**config.mk**
```make
export PLATFORM = sky130hd
export DESIGN_NAME = cnt_readout_serializer
export DESIGN_NICKNAME = d
export VERILOG_FILES = /design/src/rtl/cnt_readout_serializer.sv
export SDC_FILE = /design/constraint.sdc
export NUM_CORES = 1
export LEC_CHECK = 0
export CAP_MARGIN = 5
export CORE_ASPECT_RATIO = 1.75
export CORE_MARGIN = 1
export CORE_UTILIZATION = 56
export DETAILED_ROUTE_END_ITERATION = 8
export PLACE_DENSITY = 0.88
export SLEW_MARGIN = 20
export SYNTH_ARGS = -nofsm -noshare
export SYNTH_HDL_FRONTEND = slang
export SYNTH_SLANG_ARGS = --single-unit
```
**constraint.sdc**
```tcl
create_clock -name sclk -period 23.4 [get_ports sclk]
set_input_delay 3.51 -clock sclk [delete_from_list [all_inputs] [get_ports sclk]]
set_output_delay 3.51 -clock sclk [all_outputs]
set_load 0.005 [all_outputs]
```
**src/rtl/cnt_readout_serializer.sv**
```systemverilog
// rtl/cnt_readout_serializer.sv - counter snapshot capture and MSB-first byte serializer for SPI readout
module cnt_readout_serializer #(
  parameter int NUM_CH     = 8,
  parameter int CNT_W      = 56,
  parameter int SETTLE_CYC = 4
) (
  input  logic                    sclk,
  input  logic                    rst,
  input  logic                    inst_rst,
  input  logic                    inst_readout,
  input  logic [NUM_CH*CNT_W-1:0] cnt_in,
  input  logic [NUM_CH-1:0]       load_cnt_ser,
  input  logic [2:0]              select_reg,
  output logic                    cnt_ser_out,
  output logic                    data_valid,
  output logic                    capture_busy
);

  localparam int         NUM_BYTES   = CNT_W / 8;
  localparam logic [3:0] NUM_BYTES_L = 4'(NUM_BYTES);
  localparam logic [7:0] SETTLE_INIT = 8'(SETTLE_CYC - 1);

  typedef enum logic [1:0] {
    ST_IDLE,
    ST_SETTLE,
    ST_CAPTURE,
    ST_VALID
  } state_t;

  state_t                    state;
  logic [7:0]                settle_cnt;
  logic [NUM_CH*CNT_W-1:0]   shadow;
  logic [7:0]                shift_reg;
  logic [NUM_CH-1:0]         load_q;
  logic [2:0]                select_q;
  logic                      sel_onehot;
  logic                      sel_valid;
  logic                      sel_changed;
  logic [7:0]                sel_byte;

  // Capture FSM: settle delay after a readout request, then one-cycle snapshot of all channels
  always_ff @(posedge sclk or posedge rst) begin
    if (rst) begin
      state        <= ST_IDLE;
      settle_cnt   <= 8'd0;
      data_valid   <= 1'b0;
      capture_busy <= 1'b0;
      shadow       <= '0;
    end else if (inst_rst) begin
      state        <= ST_IDLE;
      settle_cnt   <= 8'd0;
      data_valid   <= 1'b0;
      capture_busy <= 1'b0;
      shadow       <= '0;
    end else begin
      case (state)
        ST_IDLE, ST_VALID: begin
          if (inst_readout) begin
            state        <= ST_SETTLE;
            settle_cnt   <= SETTLE_INIT;
            data_valid   <= 1'b0;
            capture_busy <= 1'b1;
          end
        end
        ST_SETTLE: begin
          // A repeated request restarts the settle interval rather than queueing
          if (inst_readout) begin
            settle_cnt <= SETTLE_INIT;
          end else if (settle_cnt == 8'd0) begin
            state <= ST_CAPTURE;
          end else begin
            settle_cnt <= settle_cnt - 8'd1;
          end
        end
        ST_CAPTURE: begin
          shadow       <= cnt_in;
          state        <= ST_VALID;
          data_valid   <= 1'b1;
          capture_busy <= 1'b0;
        end
        default: begin
          state        <= ST_IDLE;
          capture_busy <= 1'b0;
        end
      endcase
    end
  end

  // Selection decode: exactly one channel and an in-range byte index
  always_comb begin
    sel_onehot  = (load_cnt_ser != '0) &&
                  ((load_cnt_ser & (load_cnt_ser - 1'b1)) == '0);
    sel_valid   = sel_onehot && ({1'b0, select_reg} < NUM_BYTES_L);
    sel_changed = (load_cnt_ser != load_q) || (select_reg != select_q);
    sel_byte    = 8'h00;
    for (int c = 0; c < NUM_CH; c++) begin
      for (int k = 0; k < NUM_BYTES; k++) begin
        if (load_cnt_ser[c] && (select_reg == 3'(k))) begin
          sel_byte = sel_byte | shadow[c*CNT_W + 8*k +: 8];
        end
      end
    end
  end

  // Serializer: reload on a new valid selection, shift while it holds, clear when idle
  always_ff @(posedge sclk or posedge rst) begin
    if (rst) begin
      shift_reg <= 8'h00;
      load_q    <= '0;
      select_q  <= 3'd7;
    end else if (inst_rst) begin
      shift_reg <= 8'h00;
      load_q    <= '0;
      select_q  <= 3'd7;
    end else begin
      load_q   <= load_cnt_ser;
      select_q <= select_reg;
      if (sel_valid && sel_changed) begin
        shift_reg <= sel_byte;
      end else if (sel_valid) begin
        shift_reg <= {shift_reg[6:0], 1'b0};
      end else begin
        shift_reg <= 8'h00;
      end
    end
  end

  assign cnt_ser_out = shift_reg[7];

endmodule
```
### After elaboration in Yosys (flattened, before gate mapping)

Cells that the tools add are included.

* $add $sub $neg: 2
* order comparisons: 1
* equality and inequality tests: 15
* muxes and demuxes: 79
* bitwise logic cells: 56
* reductions and logical operators: 72

Operator list (number)
* two-way mux 448 bit: 2
* two-way mux 8 bit: 64
* bitwise OR 8 bit: 55
* logical AND 1 bit: 59
* logical NOT 8 bit: 2
* one-hot mux 8 bit (2 select lines): 1
* subtractor 8 x 1 -> 8 bit (second input constant): 2
* equality test 3 bit (second input constant): 3
* != test 3 bit (second input constant): 3
* bitwise AND 8 bit: 1
* two-way mux 2 bit: 4
* != test 8 bit: 1
* nonzero test 8 bit: 1
* equality test 3 x 2 -> 1 bit (second input constant): 2
* one-hot mux 2 bit (3 select lines): 1
* AND reduction 3 bit: 2
* nonzero test 3 bit: 2
* equality test 2 bit (second input constant): 2
* two-way mux 1 bit: 4
* != test 4 bit (second input constant): 1
* one-hot mux 1 bit (2 select lines): 2
* equality test 3 x 1 -> 1 bit (second input constant): 1
* logical NOT 3 bit: 1
* less-than comparator 3 bit (second input constant): 1
* other kinds (8): 8

* register bits: 479
* bits of input ports: 463
* word-level logic and storage cells: 233

### Depth between registers and ports, before layout

* depth after elaboration: 115
* depth in mapped cells: 10
* mapped depth without buffers: 7

### Worst setup path after synthesis

No wires, ideal clock.

* kind: input to register
* start point: input port select_reg[2]
* end point: register shift_reg[7]
* setup time: 134 ps
* data arrival time: 5077 ps
* required time: 23266 ps
* slack: 18189 ps
* cell stages on the path: 8
* path through: buf_6 nor2b_4 buf_6 a22oi_1 o22ai_1 or4_1 a2111oi_2 a31oi_1

* word-level cells in the longest chain between the ends: 115
* elaborated cells between the ends (all ways): 182
* classes of those cells: order compare: 1; eq/ne: 7; mux: 59; bitwise: 55; reduce/logical: 60

Ends and longest elaborated chain
* start, declared: RTL line 13 `input logic [2:0] select_reg,`
* logical NOT 3 bit: RTL line 98 `if (load_cnt_ser[c] && (select_reg == 3'(k))) begin`
* logical AND 1 bit: RTL line 98
* two-way mux 8 bit: RTL line 98
* bitwise OR 8 bit: RTL line 99 `sel_byte = sel_byte | shadow[c*CNT_W + 8*k +: 8];`
* two-way mux 8 bit: RTL line 98
* bitwise OR 8 bit: RTL line 99
* two-way mux 8 bit: RTL line 98
* bitwise OR 8 bit: RTL line 99
* [99 not listed]
* bitwise OR 8 bit: RTL line 99
* two-way mux 8 bit: RTL line 98
* bitwise OR 8 bit: RTL line 99
* two-way mux 8 bit: RTL line 98
* bitwise OR 8 bit: RTL line 99
* two-way mux 8 bit: RTL line 98
* two-way mux 8 bit (*): RTL line 118 `if (sel_valid && sel_changed) begin`
* two-way mux 8 bit (*): RTL line 111 `end else if (inst_rst) begin`
* end signal, assigned: RTL line 119 `shift_reg <= sel_byte;`
* end signal, assigned: RTL line 121 `shift_reg <= {shift_reg[6:0], 1'b0};`
* end, declared: RTL line 33 `logic [7:0] shift_reg;`

Mark *: on every way between the ends. The rest lies on a longest branch, timed or not.
A chain may end at the register's enable or synchronous reset.

==> results.yml <==
status:
  outcome: "complete, no violations"
placed_design:
  gp_congestion: 1.08
  place.detailed.hpwl_mm: 69.3
  port_buffers: 465
yosys:
  synthCells: 2171
  synth_nets: 2638
  netlist_area_um2: 23200
  synth_edf_count: 0
  syn_avg_cell_area_um2: 10.7
  synth_top_area_share: 0.513
  synth-seq-cells: 479
  synth_warnings: 0
  synth.area.top_cells: "dfrtp_1 51%, mux2i_1 21%, nor2_1 7.8%"
  yosys.area.top_type: "dfrtp_1"
  synth.distinct_cells: 70
  ys.flop_type: "dfrtp_1"
  ys_seq_area_frac: 0.516
  async_flop_share: 1.00
global_routing:
  grt_start_max_net_pins: 146
  overflow: 0
  grtUsageTotal: 0.455
  grt_first_pass_wirelength_mm: 137
  grt_pass1_vias: 20700
  antenna_found_initial: 8
drt:
  dr.pass1.iters: 6
  drcViolationCount: 0
  dr.first_iter.drc_count: 2389
  routed_wirelength_mm: 96.1
  viasPerCell: 6.45
  vias: 20200
  wire_per_inst_um: 30.7
  antenna_left: 0
worst_setup_path:
  r2r.worst_path.cells: 6
  crit_required_ns: 24.04
  cpMostUsedCell: "buf_4"
  path_cells: "clkdlybuf4s50_1 > inv_8 > buf_4 > buf_4 > buf_4"
  regToRegStartpoint: "state[0]"
  crit_slowest_cell: "buf_4"
  critPathCaptureType: "asynchronous set/reset pin"
  cpPeakStageDelay_ns: 0.86
  crit_path_start_kind: "input port"
  r2r_end: "shadow[231]"
  crit_buf_inv: 5
  crit_fanout: 140
  path_delay_family: "buffers and inverters"
  critPathKind: "input port to asynchronous set/reset pin"
  crit_arrival_ns: 7.25
  rrSetupSlack_ns: 19.49
power:
  p_per_area_nw_per_um2: 89.6
  ir_drop_uv: 104
  power_leakage_nw: 12.6
sta:
  worst_pin_slew_ns: 1.26
  final-setup-viol-count: 0
  slew_headroom: 0.151
  max_freq_mhz: 151
  slew_violations: 0
  min_period_ns: 6.61
  hold_viol_final: 0
  fin_crit_sh: 0.283
  rsz0062_at_grt: "no"
  setup_tns_ns: 0
  clock_skew_ns: 0.0206
  holdWs_ns: 0.528
clock_tree:
  path_clk_slew_ns: 0.07
  ctsResizeCount: 0
  post_cts_buffers: 0
  cts.sinks: 479
  clk_latency_ns: 0.57
  cts_tree: "yes"
  ctsHoldBuffers: 0
  clock_path_buffers: 3
  cts_root_buf: "clkbuf_16"
  ctsHtreeMaxLevel: 2
  cts_buffers: 43
floorplan:
  dieArea_um2: 42300
  die_y_um: 271
  core_um2: 40800
  num_rows: 98
  die_x_um: 156
  initial_core_util: 0.569
  ioPinCount: 466
layout:
  regArea_um2: 12000
  layout_commonest_cell: "mux2i_1"
  drive_gt1_frac: 0.0589
  final_cell_mix: "493 x mux2i_1, 482 x nor2_1, 476 x dfrtp_1, 461 x clkdlybuf4s50_1, 60 x a22oi_1"
  largest_register: "shadow"
  nNetsFinal: 3015
  syn_to_final_growth_pct: 28.2
  fillers: 2768
  multi_input_area_um2: 10400
  largest_reg_flops: 448
worst_hold_path:
  holdPathEnd: "shadow[403]"
  min_delay_path_depth: 2
  hold_start: "shadow[403]"
  holdCritPathClass: "flip-flop to flip-flop"
flow_run:
  drv_cap: 0
[worst reg2reg max path, delay by kind of cell, from the launching register on]
| family | cells | cell delay, ns |
|---|---|---|
| buffers and inverters | 3 | 2.15 |
| adder cells (fa/ha/maj) | 1 | 0.77 |
| flip-flops | 1 | 0.39 |
| multiplexers | 1 | 0.38 |
| AND/OR/NAND/NOR | 1 | 0.08 |
[cell usage after synthesis (all sizes together), types with 9 or more instances]
cell    instances
mux2i         493
nor2          483
dfrtp         476
clkbuf        113
buf            62
a22oi          60
nand3          55
nand2          52
o21ai          33
a22o           24
a21oi          21
a31oi          20
nor2b          20
nor3           19
a32oi          18
mux2           17
nand4          14
o22ai          14
inv            13
a221oi         12
xor2           12
and3           10
a32o            9
nor4            9
[how the worst max path moves through the flow]
stage,from,to,slack (ns),cells past startpoint
6_report,rst,shadow[58],16.79,5
5_1_grt,rst,shadow[58],16.26,5
2_1_floorplan,rst,capture_busy,6.53,1
3_3_place_gp,rst,shadow[242],16.12,5
4_1_cts,rst,shadow[315],16.64,5
3_5_place_dp,rst,shadow[58],16.04,5
[per-stage QoR]
| stage | setup slack (ns) | instances | utilization | power (mW) | instance area [µm²] |
|---|---|---|---|---|---|
| after floorplan | 6.53 | 2171 | - | 1.56 | 23200 |
| after global placement | 16.12 | 3052 | 0.690 | 1.82 | 28200 |
| after detailed placement | 16.04 | 3052 | 0.690 | 1.85 | 28200 |
| after CTS | 16.64 | 3128 | 0.728 | 2.65 | 29700 |
| after global routing | 16.26 | 3134 | 0.729 | 2.75 | 29800 |
| final | 16.79 | 3134 | 0.729 | 2.67 | 29800 |
[final cells by class]
cell class	count	share of cell area
Antenna cell	5	0.000420
Sequential cell	479	0.403
Timing Repair Buffer	507	0.168
Clock inverter	19	0.0112
Multi-Input combinational cell	1502	0.351
Tap cell	550	0.0231
Clock buffer	57	0.0414
Inverter	15	0.00214
[layer usage]
| metal | part of all wire | wire length (µm) | global-route usage | vias up |
|---|---|---|---|---|
| met5 | 0.00015 | 14 | 0 | - |
| met3 | 0.080 | 7690 | 0.0811 | 388 |
| met4 | 0.097 | 9310 | 0.371 | 2 |
| met2 | 0.48 | 46600 | 0.748 | 1313 |
| met1 | 0.34 | 32500 | 0.516 | 10100 |
| li1 | - | - | - | 8464 |
[report_power, final]
group / internal (mW) / switching (mW) / total (mW)
Clock: 0.471 / 0.328 / 0.799
Combinational: 0.359 / 0.419 / 0.779
Sequential: 0.963 / 0.127 / 1.09
[cell families (layout without fill, tap and decap cells)]
kind of cell / Yosys count / count (layout) / synth area share
AO/OA/AOI/OAI: 270 / 270 / 0.0869
XOR/XNOR: 18 / 18 / 0.00679
adder cells (fa/ha/maj): 5 / 5 / 0.00259
buffers and inverters: 190 / 598 / 0.0344
flip-flops: 479 / 479 / 0.516
multiplexers: 514 / 514 / 0.225
other: 0 / 5 / 0
AND/OR/NAND/NOR: 695 / 695 / 0.128
No activity file was read; power rests on OpenSTA's default activity.
